==> src/rtl/core_pkg.sv <==
// Core-wide widths, control encodings and the EXE->MEM payload shared by the pipeline stages.
package core_pkg;

    localparam int unsigned DATA_WIDTH     = 32;
    localparam int unsigned ADDR_WIDTH     = 32;
    localparam int unsigned REG_ADDR_WIDTH = 5;
    localparam int unsigned CSR_ADDR_WIDTH = 12;

    typedef enum logic [3:0] {
        MEM_IDLE = 4'd0,
        MEM_LB   = 4'd1,
        MEM_LH   = 4'd2,
        MEM_LW   = 4'd3,
        MEM_LBU  = 4'd4,
        MEM_LHU  = 4'd5,
        MEM_SB   = 4'd6,
        MEM_SH   = 4'd7,
        MEM_SW   = 4'd8
    } mem_ctrl_e;

    typedef enum logic [1:0] {
        GPR_NONE  = 2'd0,
        GPR_ALU   = 2'd1,
        GPR_MEM   = 2'd2,
        GPR_PRGMC = 2'd3
    } gpr_ctrl_e;

    typedef enum logic [1:0] {
        CSR_NONE  = 2'd0,
        CSR_WRITE = 2'd1,
        CSR_SET   = 2'd2,
        CSR_CLEAR = 2'd3
    } csr_ctrl_e;

    typedef struct packed {
        logic [DATA_WIDTH-1:0]     exe_out;
        logic [DATA_WIDTH-1:0]     op3;
        logic [REG_ADDR_WIDTH-1:0] rd;
        logic [CSR_ADDR_WIDTH-1:0] csr_waddr;
        mem_ctrl_e                 mem_ctrl;
        gpr_ctrl_e                 gpr_ctrl;
        csr_ctrl_e                 csr_ctrl;
    } exe2mem_t;

    function automatic logic MEM_IS_LOAD(input mem_ctrl_e ctrl);
        return ctrl inside {MEM_LB, MEM_LH, MEM_LW, MEM_LBU, MEM_LHU};
    endfunction

    function automatic logic MEM_IS_STORE(input mem_ctrl_e ctrl);
        return ctrl inside {MEM_SB, MEM_SH, MEM_SW};
    endfunction

endpackage

==> src/rtl/mem2wb_pkg.sv <==
// MEM->WB payload: load result plus the EXE fields WB still needs.
package mem2wb_pkg;

    import core_pkg::*;

    typedef struct packed {
        logic [DATA_WIDTH-1:0]     exe_out;
        logic [DATA_WIDTH-1:0]     mem_rdata;
        logic [DATA_WIDTH-1:0]     op3;
        logic [REG_ADDR_WIDTH-1:0] rd;
        logic [CSR_ADDR_WIDTH-1:0] csr_waddr;
        gpr_ctrl_e                 gpr_ctrl;
        csr_ctrl_e                 csr_ctrl;
    } mem2wb_t;

endpackage

==> src/rtl/mem_load_align.sv <==
// Load data alignment: shifts the addressed bytes down and sign/zero-extends by access type.
module mem_load_align
    import core_pkg::*;
#(
    parameter int unsigned DATA_WIDTH = core_pkg::DATA_WIDTH
) (
    input  logic [DATA_WIDTH-1:0] rdata,
    input  logic [1:0]            addr_lo,
    input  mem_ctrl_e             mem_ctrl,
    output logic [DATA_WIDTH-1:0] ext_data_c
);

    logic [DATA_WIDTH-1:0] shifted;

    always_comb begin
        shifted    = rdata >> {addr_lo, 3'b000};
        ext_data_c = '0;
        case (mem_ctrl)
            MEM_LB:  ext_data_c = {{(DATA_WIDTH-8){shifted[7]}}, shifted[7:0]};
            MEM_LBU: ext_data_c = DATA_WIDTH'(shifted[7:0]);
            MEM_LH:  ext_data_c = {{(DATA_WIDTH-16){shifted[15]}}, shifted[15:0]};
            MEM_LHU: ext_data_c = DATA_WIDTH'(shifted[15:0]);
            MEM_LW:  ext_data_c = shifted;
            default: ext_data_c = '0;
        endcase
    end

endmodule

==> src/rtl/mem_stage.sv <==
// MEM stage: runs the data-bus transaction for loads/stores and registers the WB payload.
// Non-memory and misaligned ops bypass the bus and reach WB one cycle after acceptance.
module mem_stage
    import core_pkg::*;
    import mem2wb_pkg::*;
#(
    parameter int unsigned DATA_WIDTH = core_pkg::DATA_WIDTH,
    parameter int unsigned ADDR_WIDTH = core_pkg::ADDR_WIDTH
) (
    input  logic                    clk_i,
    input  logic                    rst_i,
    input  logic                    exe2mem_valid_i,
    output logic                    exe2mem_ready_o,
    input  exe2mem_t                exe2mem_i,
    output logic                    d_req_o,
    input  logic                    d_gnt_i,
    output logic                    d_we_o,
    output logic [ADDR_WIDTH-1:0]   d_addr_o,
    output logic [DATA_WIDTH/8-1:0] d_be_o,
    output logic [DATA_WIDTH-1:0]   d_wdata_o,
    input  logic                    d_rvalid_i,
    input  logic [DATA_WIDTH-1:0]   d_rdata_i,
    output logic                    mem2wb_valid_o,
    input  logic                    mem2wb_ready_i,
    output mem2wb_t                 mem2wb_o,
    output logic                    misaligned_o
);

    localparam int unsigned BE_WIDTH = DATA_WIDTH / 8;

    typedef enum logic [1:0] {
        IDLE = 2'd0,
        REQ  = 2'd1,
        RESP = 2'd2,
        FULL = 2'd3
    } state_e;

    state_e                state_q, state_n;
    exe2mem_t              req_q, req_n;
    logic                  d_req_n, d_we_n;
    logic [ADDR_WIDTH-1:0] d_addr_n;
    logic [BE_WIDTH-1:0]   d_be_n;
    logic [DATA_WIDTH-1:0] d_wdata_n;
    logic                  mem2wb_valid_n;
    mem2wb_t               mem2wb_n;
    logic                  misaligned_n;
    logic                  accept_c;
    logic [DATA_WIDTH-1:0] load_data_c;

    function automatic logic is_misaligned(input mem_ctrl_e ctrl, input logic [1:0] a);
        case (ctrl)
            MEM_LH, MEM_LHU, MEM_SH: return a[0];
            MEM_LW, MEM_SW:          return a != 2'b00;
            default:                 return 1'b0;
        endcase
    endfunction

    function automatic logic [BE_WIDTH-1:0] byte_en(input mem_ctrl_e ctrl, input logic [1:0] a);
        case (ctrl)
            MEM_LB, MEM_LBU, MEM_SB: return BE_WIDTH'(1) << a;
            MEM_LH, MEM_LHU, MEM_SH: return BE_WIDTH'(3) << {a[1], 1'b0};
            MEM_LW, MEM_SW:          return '1;
            default:                 return '0;
        endcase
    endfunction

    function automatic logic [DATA_WIDTH-1:0] store_data(input mem_ctrl_e ctrl,
                                                         input logic [DATA_WIDTH-1:0] d);
        case (ctrl)
            MEM_SB:  return {BE_WIDTH{d[7:0]}};
            MEM_SH:  return {(DATA_WIDTH/16){d[15:0]}};
            default: return d;
        endcase
    endfunction

    function automatic mem2wb_t to_wb(input exe2mem_t p, input logic [DATA_WIDTH-1:0] rdata);
        mem2wb_t w;
        w.exe_out   = p.exe_out;
        w.mem_rdata = rdata;
        w.op3       = p.op3;
        w.rd        = p.rd;
        w.csr_waddr = p.csr_waddr;
        w.gpr_ctrl  = p.gpr_ctrl;
        w.csr_ctrl  = p.csr_ctrl;
        return w;
    endfunction

    mem_load_align #(
        .DATA_WIDTH (DATA_WIDTH)
    ) u_load_align (
        .rdata      (d_rdata_i),
        .addr_lo    (req_q.exe_out[1:0]),
        .mem_ctrl   (req_q.mem_ctrl),
        .ext_data_c (load_data_c)
    );

    // Ready is combinational in FULL so a consumed payload can be replaced in the same cycle.
    assign exe2mem_ready_o = (state_q == IDLE) || ((state_q == FULL) && mem2wb_ready_i);
    assign accept_c        = exe2mem_valid_i && exe2mem_ready_o;

    always_ff @(posedge clk_i or posedge rst_i) begin
        if (rst_i) begin
            state_q        <= IDLE;
            req_q          <= '0;
            d_req_o        <= 1'b0;
            d_we_o         <= 1'b0;
            d_addr_o       <= '0;
            d_be_o         <= '0;
            d_wdata_o      <= '0;
            mem2wb_valid_o <= 1'b0;
            mem2wb_o       <= '0;
            misaligned_o   <= 1'b0;
        end else begin
            state_q        <= state_n;
            req_q          <= req_n;
            d_req_o        <= d_req_n;
            d_we_o         <= d_we_n;
            d_addr_o       <= d_addr_n;
            d_be_o         <= d_be_n;
            d_wdata_o      <= d_wdata_n;
            mem2wb_valid_o <= mem2wb_valid_n;
            mem2wb_o       <= mem2wb_n;
            misaligned_o   <= misaligned_n;
        end
    end

    // Next state and next values of every registered output.
    always_comb begin
        state_n        = state_q;
        req_n          = req_q;
        d_req_n        = d_req_o;
        d_we_n         = d_we_o;
        d_addr_n       = d_addr_o;
        d_be_n         = d_be_o;
        d_wdata_n      = d_wdata_o;
        mem2wb_valid_n = mem2wb_valid_o;
        mem2wb_n       = mem2wb_o;
        misaligned_n   = 1'b0;

        case (state_q)
            IDLE: ;
            REQ: begin
                if (d_gnt_i) begin
                    d_req_n = 1'b0;
                    state_n = RESP;
                    if (d_rvalid_i) begin
                        mem2wb_n = to_wb(req_q, MEM_IS_LOAD(req_q.mem_ctrl) ? load_data_c : '0);
                        mem2wb_valid_n = 1'b1;
                        state_n        = FULL;
                    end
                end
            end
            RESP: begin
                if (d_rvalid_i) begin
                    mem2wb_n = to_wb(req_q, MEM_IS_LOAD(req_q.mem_ctrl) ? load_data_c : '0);
                    mem2wb_valid_n = 1'b1;
                    state_n        = FULL;
                end
            end
            FULL: begin
                if (mem2wb_ready_i) begin
                    mem2wb_valid_n = 1'b0;
                    state_n        = IDLE;
                end
            end
            default: state_n = IDLE;
        endcase

        // New payload: accepted only from IDLE or from FULL while WB drains.
        if (accept_c) begin
            if (exe2mem_i.mem_ctrl == MEM_IDLE) begin
                mem2wb_n       = to_wb(exe2mem_i, '0);
                mem2wb_valid_n = 1'b1;
                state_n        = FULL;
            end else if (is_misaligned(exe2mem_i.mem_ctrl, exe2mem_i.exe_out[1:0])) begin
                mem2wb_n          = to_wb(exe2mem_i, '0);
                mem2wb_n.gpr_ctrl = GPR_NONE;
                mem2wb_n.csr_ctrl = CSR_NONE;
                mem2wb_valid_n    = 1'b1;
                misaligned_n      = 1'b1;
                state_n           = FULL;
            end else begin
                req_n          = exe2mem_i;
                d_req_n        = 1'b1;
                d_we_n         = MEM_IS_STORE(exe2mem_i.mem_ctrl);
                d_addr_n       = ADDR_WIDTH'({exe2mem_i.exe_out[DATA_WIDTH-1:2], 2'b00});
                d_be_n         = byte_en(exe2mem_i.mem_ctrl, exe2mem_i.exe_out[1:0]);
                d_wdata_n      = store_data(exe2mem_i.mem_ctrl, exe2mem_i.op3);
                mem2wb_valid_n = 1'b0;
                state_n        = REQ;
            end
        end
    end

endmodule

==> config.mk <==
export PLATFORM = sky130hd
export DESIGN_NAME = mem_stage
export DESIGN_NICKNAME = d
export VERILOG_FILES = /design/src/rtl/core_pkg.sv /design/src/rtl/mem2wb_pkg.sv /design/src/rtl/mem_load_align.sv /design/src/rtl/mem_stage.sv
export SDC_FILE = /design/constraint.sdc
export NUM_CORES = 1
export LEC_CHECK = 0
export CORE_MARGIN = 8
export CORE_UTILIZATION = 60
export CTS_CLUSTER_DIAMETER = 150
export CTS_CLUSTER_SIZE = 30
export DETAILED_ROUTE_END_ITERATION = 16
export DONT_BUFFER_PORTS = 1
export GPL_ROUTABILITY_DRIVEN = 0
export MAX_ROUTING_LAYER = met4
export PLACE_DENSITY = 0.77
export SYNTH_ARGS = -nofsm -noshare
export SYNTH_HDL_FRONTEND = slang
export SYNTH_SLANG_ARGS = --single-unit
==> constraint.sdc <==
create_clock -name clk_i -period 20.8 [get_ports clk_i]
set_input_delay 4.16 -clock clk_i [delete_from_list [all_inputs] [get_ports clk_i]]
set_output_delay 4.16 -clock clk_i [all_outputs]
set_load 0.005 [all_outputs]
; Word-level counts from Yosys, hierarchy flattened
; Cells that the tools add are included.
[word_totals]
register_bits = 278
elab_cells = 96
[classes]
eq_ne = 19
n_shift = 3
n_mux = 35
bitwise_logic = 2
reduce_logical = 15
[op_table]
columns = cell, n
row1 = two-way mux 117 bit, 5
row2 = one-hot mux 117 bit (2 select lines), 1
row3 = one-hot mux 32 bit (5 select lines), 1
row4 = one-hot mux 32 bit (2 select lines), 1
row5 = two-way mux 32 bit, 1
row6 = >> shifter 32 x 5 -> 32 bit, 1
row7 = "== test 4 x 3 -> 1 bit, second input constant", 6
row8 = "== test 4 x 2 -> 1 bit, second input constant", 4
row9 = two-way mux 1 bit, 16
row10 = two-way mux 2 bit, 6
row11 = one-hot mux 4 bit (3 select lines), 1
row12 = "!= test 3 bit, second input constant", 3
row13 = "== test 4 x 1 -> 1 bit, second input constant", 2
row14 = one-hot mux 2 bit (3 select lines), 1
row15 = AND reduction 3 bit, 2
row16 = OR reduction 3 bit, 2
row17 = nonzero test 5 bit, 1
row18 = "== test 2 bit, second input constant", 2
row19 = "== test 4 bit, second input constant", 1
row20 = logical NOT 4 bit, 1
row21 = AND reduction 4 bit, 1
row22 = nonzero test 4 bit, 1
row23 = "<< shifter 1 x 2 -> 4 bit, first input constant", 1
row24 = "<< shifter 2 x 2 -> 4 bit, first input constant", 1
row25 = 10 further kinds, 12

; Logic depth before layout (Yosys ltp)
[logic_depth]
depth_word = 9
depth_mapped = 11
depth_no_buf = 7

; Modules after synthesis
; Synthesis repeated with hierarchy kept, for this count alone.
[hier_totals]
cells_unflattened = 1074
area_unflattened_um2 = 11554.8
[by_module_without_submodules]
columns = module, n_inst, cells_each, area_per_inst_um2, seq_area_each_um2
row1 = mem_stage, 1, 962, 10814.1, 6005.8
row2 = mem_load_align, 1, 112, 740.7, 0.0

; Worst setup path before layout
; OpenSTA, ideal clock, no wires.
[synth_timing]
path_kind = input to output
from = input port mem2wb_ready_i
to = output port exe2mem_ready_o
t_arrival_ns = 4.334
t_required_ns = 16.640
path_slack_ns = 12.306
path_stages = 1
cell_sequence = a21o_1
[synth_via]
elab_chain_len = 2
[synth_lines]
columns = item, line_no
row1 = from (decl), mem_stage.sv:24  ; input logic mem2wb_ready_i,
row2 = logical AND 1 bit, mem_stage.sv:98  ; assign exe2mem_ready_o = (state_q == IDLE) || ((state_q == FULL) && mem2wb_ready_i);
row3 = logical OR 1 bit, mem_stage.sv:98
row4 = to (decl), mem_stage.sv:13  ; output logic exe2mem_ready_o,
; Every way passes these cells.

; Worst setup path in the final report
; Ends and elaborated chain as after synthesis.

==> summary.log <==
INFO  outcome        run_status=finished clean
INFO  clock_network  postCtsHoldBufs=0
INFO  clock_network  insertion_delay=0.47ns
INFO  grt            groute.usage.overall=0.237
INFO  timing         slew_headroom=0.292
INFO  clock_network  cts-root-buf=sky130_fd_sc_hd__clkbuf_16
INFO  placement      hpwl=20000um
INFO  grt            grt_antenna_before_repair=0
INFO  grt            grt_remaining_overflow=0
INFO  logic_synthesis syn_avg_cell_area=11.7squm
INFO  drt            routed_wirelength=29300um
INFO  setup_path     r2r_start=state_q[1]$_DFFE_PP0P_
INFO  finish         area_growth=-0.942%
INFO  setup_path     r2r.worst_path.cells=8
INFO  floorplan      rows=51
INFO  finish         final_area=11700squm
INFO  setup_path     worst_setup_path_end_kind=output pin
INFO  timing         clock.fmax=0.118GHz
INFO  setup_path     critical_path_class=in -> out
INFO  min_path       hold_start=req_q[20]$_DFFE_PP0P_
INFO  logic_synthesis asyncSetResetFlopFracSynth=1.00
INFO  logic_synthesis synth-xor-area-share=0
INFO  drt            drtPass1Iterations=5
INFO  power          totalPowerFinal=1.67mW
INFO  logic_synthesis synth_compound_gate_area_share=0.159
INFO  logic_synthesis synth_cell_types=56
INFO  setup_path     endpoint=exe2mem_ready_o
INFO  clock_network  cts-root-to-sink-buffers=3
INFO  timing         hold_violations=0
INFO  drt            detail_route.wl_per_cell=24.8um
INFO  setup_path     cp.required=16.64ns
INFO  logic_synthesis combinational_family_with_the_most_area_after_synthesis=multiplexers
INFO  logic_synthesis synthesis_warning_total=0
INFO  power          p_leak=5.04nW
INFO  grt            grt_first_pass_wirelength=45200um
INFO  finish         post_route_cells_drive_above_1_share=0.184
INFO  setup_path     worstPathCellList=a21o_1
INFO  clock_network  clock_sinks=240
INFO  setup_path     critical_path.slowest_cell=sky130_fd_sc_hd__a21o_1
INFO  setup_path     critPathArrivalTime=4.34ns
INFO  power          pwr_density_cell=143nW/um^2
INFO  setup_path     timing.critical_path.from_type=input port
INFO  finish         sequential_cell_area=6010squm
INFO  timing         setup_total_negative_slack=0ns
INFO  drt            drt_iter0_drc=623
INFO  placement      numPortBuffers=0
INFO  logic_synthesis mux_contribution_to_synthesized_area=0.187
INFO  setup_path     cp_num_cells=1
INFO  drt            dr_total_vias=7608
INFO  grt            grt_start_max_net_pins=117
INFO  logic_synthesis synthCells=1012
INFO  floorplan      vertical_extent_of_the_die=156um
INFO  logic_synthesis synthesized_area_fraction_occupied_by_adder_cells=0.00698
INFO  timing         hold_slack=0.523ns
INFO  clock_network  post_cts.resized_instances=0
INFO  clock_network  postCtsSetupBuffers=0
INFO  clock_network  cts_buffers=11
INFO  setup_path     path_max_fanout=2
INFO  drt            vias_per_cell=6.45
INFO  power          power.ir.vdd_worst=0.0000836V
INFO  clock_network  cts_tree=done
INFO  clock_network  clk_pin_slew_worst_paths=0.11ns
INFO  logic_synthesis synth.cell_area=11800squm
INFO  clock_network  cts_htree_levels=1
INFO  floorplan      die_area=24500squm
INFO  setup_path     regToRegEndpoint=mem2wb_o[74]$_DFF_PP0_
INFO  job            max_cap_violations=0
INFO  timing         final_max_slew_viol_count=0
INFO  finish         multi_input_area=4990squm
INFO  placement      placed_cell_area=11400squm
INFO  timing         timing.final.setup_violations=0
INFO  logic_synthesis synth_seq_cells=240
INFO  floorplan      design.core.area=19400squm
INFO  timing         timing_worst_slew_pin_value=1.06ns
INFO  timing         rsz0062_at_grt=no
INFO  timing         period_share=0.409
INFO  logic_synthesis synth_edf_count=0
INFO  drt            antenna_violating_nets_post_route=0
INFO  finish         fillerInstances=1550
INFO  finish         n_antenna_cell=0
INFO  setup_path     critical_path.top_delay_family=compound AO/OA/AOI/OAI gates
INFO  timing         period_minus_slack=8.50ns
INFO  grt            first_global_vias=7471
INFO  setup_path     r2r_slack=17.15ns
INFO  logic_synthesis synth_seq_area_share=0.508
INFO  finish         fin_util=0.604
INFO  setup_path     crit_buf_inv=0
INFO  setup_path     critical_path.max_stage_delay=0.18ns
INFO  floorplan      floorplan.initialDensity=0.610
INFO  floorplan      die_width=156um
INFO  floorplan      io_pins=317
INFO  finish         number_of_nets_in_the_finished_design=1048
INFO  logic_synthesis synthSimpleGateAreaFrac=0.0666
INFO  min_path       worstHoldPathType=reg -> reg
INFO  timing         clock_skew=0.00883ns
INFO  logic_synthesis synth_top_flop_cell=sky130_fd_sc_hd__dfrtp_1
INFO  drt            number_of_drc_violations_after_detailed_routing=0
INFO  setup_path     crit_start=mem2wb_ready_i
cells by family (layout without fill, tap and decap cells):
group,after synthesis,count (layout)
buf+inv,130,31
fa+ha+maj,7,7
compound gates,288,288
mux,165,165
other cells,1,2
flops,240,240
simple gates,181,181
sequential cells by signal, indices dropped and copies added (netlist names):
name	flops
mem2wb_o	117
req_q	81
d_wdata_o	32
d_be_o	4
state_q	2
d_req_o	1
d_we_o	1
mem2wb_valid_o	1
misaligned_o	1
cells in the mapped netlist (4+ instances only):
cell type,instances,area (sq um)
sky130_fd_sc_hd__nor2b_1,11,68.8
sky130_fd_sc_hd__a21oi_1,23,115
sky130_fd_sc_hd__mux2_4,100,1500
sky130_fd_sc_hd__a221oi_1,8,70.1
sky130_fd_sc_hd__nand3_1,4,20.0
sky130_fd_sc_hd__buf_4,47,353
sky130_fd_sc_hd__nand2_1,110,413
sky130_fd_sc_hd__nor3_1,7,35.0
sky130_fd_sc_hd__ha_1,5,62.6
sky130_fd_sc_hd__nor2_1,32,120
sky130_fd_sc_hd__clkbuf_1,42,158
sky130_fd_sc_hd__inv_1,10,37.5
sky130_fd_sc_hd__mux2_2,38,428
sky130_fd_sc_hd__buf_2,16,80.1
sky130_fd_sc_hd__a211oi_1,7,52.6
sky130_fd_sc_hd__buf_12,10,200
sky130_fd_sc_hd__a2bb2oi_1,7,61.3
sky130_fd_sc_hd__a32oi_1,7,61.3
sky130_fd_sc_hd__o21ai_0,113,566
sky130_fd_sc_hd__mux2i_1,26,260
sky130_fd_sc_hd__a22oi_1,98,736
sky130_fd_sc_hd__dfrtp_1,240,6010
final cells by class:
class	instances	area share
well taps	265	0.0283
flip-flops and latches	240	0.512
repair buffers	10	0.00641
inverters	10	0.00384
multi-input cells	643	0.425
clock buffers	11	0.0235
where the power goes:
group          switching, mW  internal (mW)  leakage (nW)
registers              0.182          0.640          3.05
logic                  0.302          0.313          1.86
clock network          0.139         0.0963         0.136
metal layers:
| metal | vias to the layer above | global-route usage | routed length (um) |
|---|---|---|---|
| met5 | - | - | 0 |
| met4 | 0 | 0.0531 | 617 |
| met3 | 39 | 0.0921 | 3800 |
| met2 | 343 | 0.367 | 13900 |
| met1 | 3838 | 0.290 | 11000 |
| li1 | 3388 | - | - |
layout by cell type (no fill, tap or decap), drive strengths merged, types with 11 or more instances in the layout:
cell | netlist | layout
clkbuf | 44 | 11
nor2b | 12 | 12
a22oi | 98 | 98
dfrtp | 240 | 240
o21ai | 115 | 115
nor2 | 33 | 33
mux2 | 138 | 138
nand2 | 110 | 110
a21oi | 23 | 23
mux2i | 26 | 26
per-stage QoR:
step / cells / worst slack [ns]
after detailed placement: 1168 / 12.29
after floorplan: 1013 / 10.05
after global routing: 1179 / 12.29
after global placement: 1168 / 12.29
final: 1179 / 12.30
after CTS: 1179 / 12.30
worst min-delay path by stage:
stage | endpoint | cells past startpoint
after floorplan | d_req_o$_DFF_PP0_ | 1
after global placement | req_q[54]$_DFFE_PP0P_ | 1
after detailed placement | req_q[3]$_DFFE_PP0P_ | 1
after CTS | req_q[3]$_DFFE_PP0P_ | 1
after global routing | req_q[52]$_DFFE_PP0P_ | 1
final | req_q[20]$_DFFE_PP0P_ | 1
Note: power is estimated with default switching activity, not from simulation.
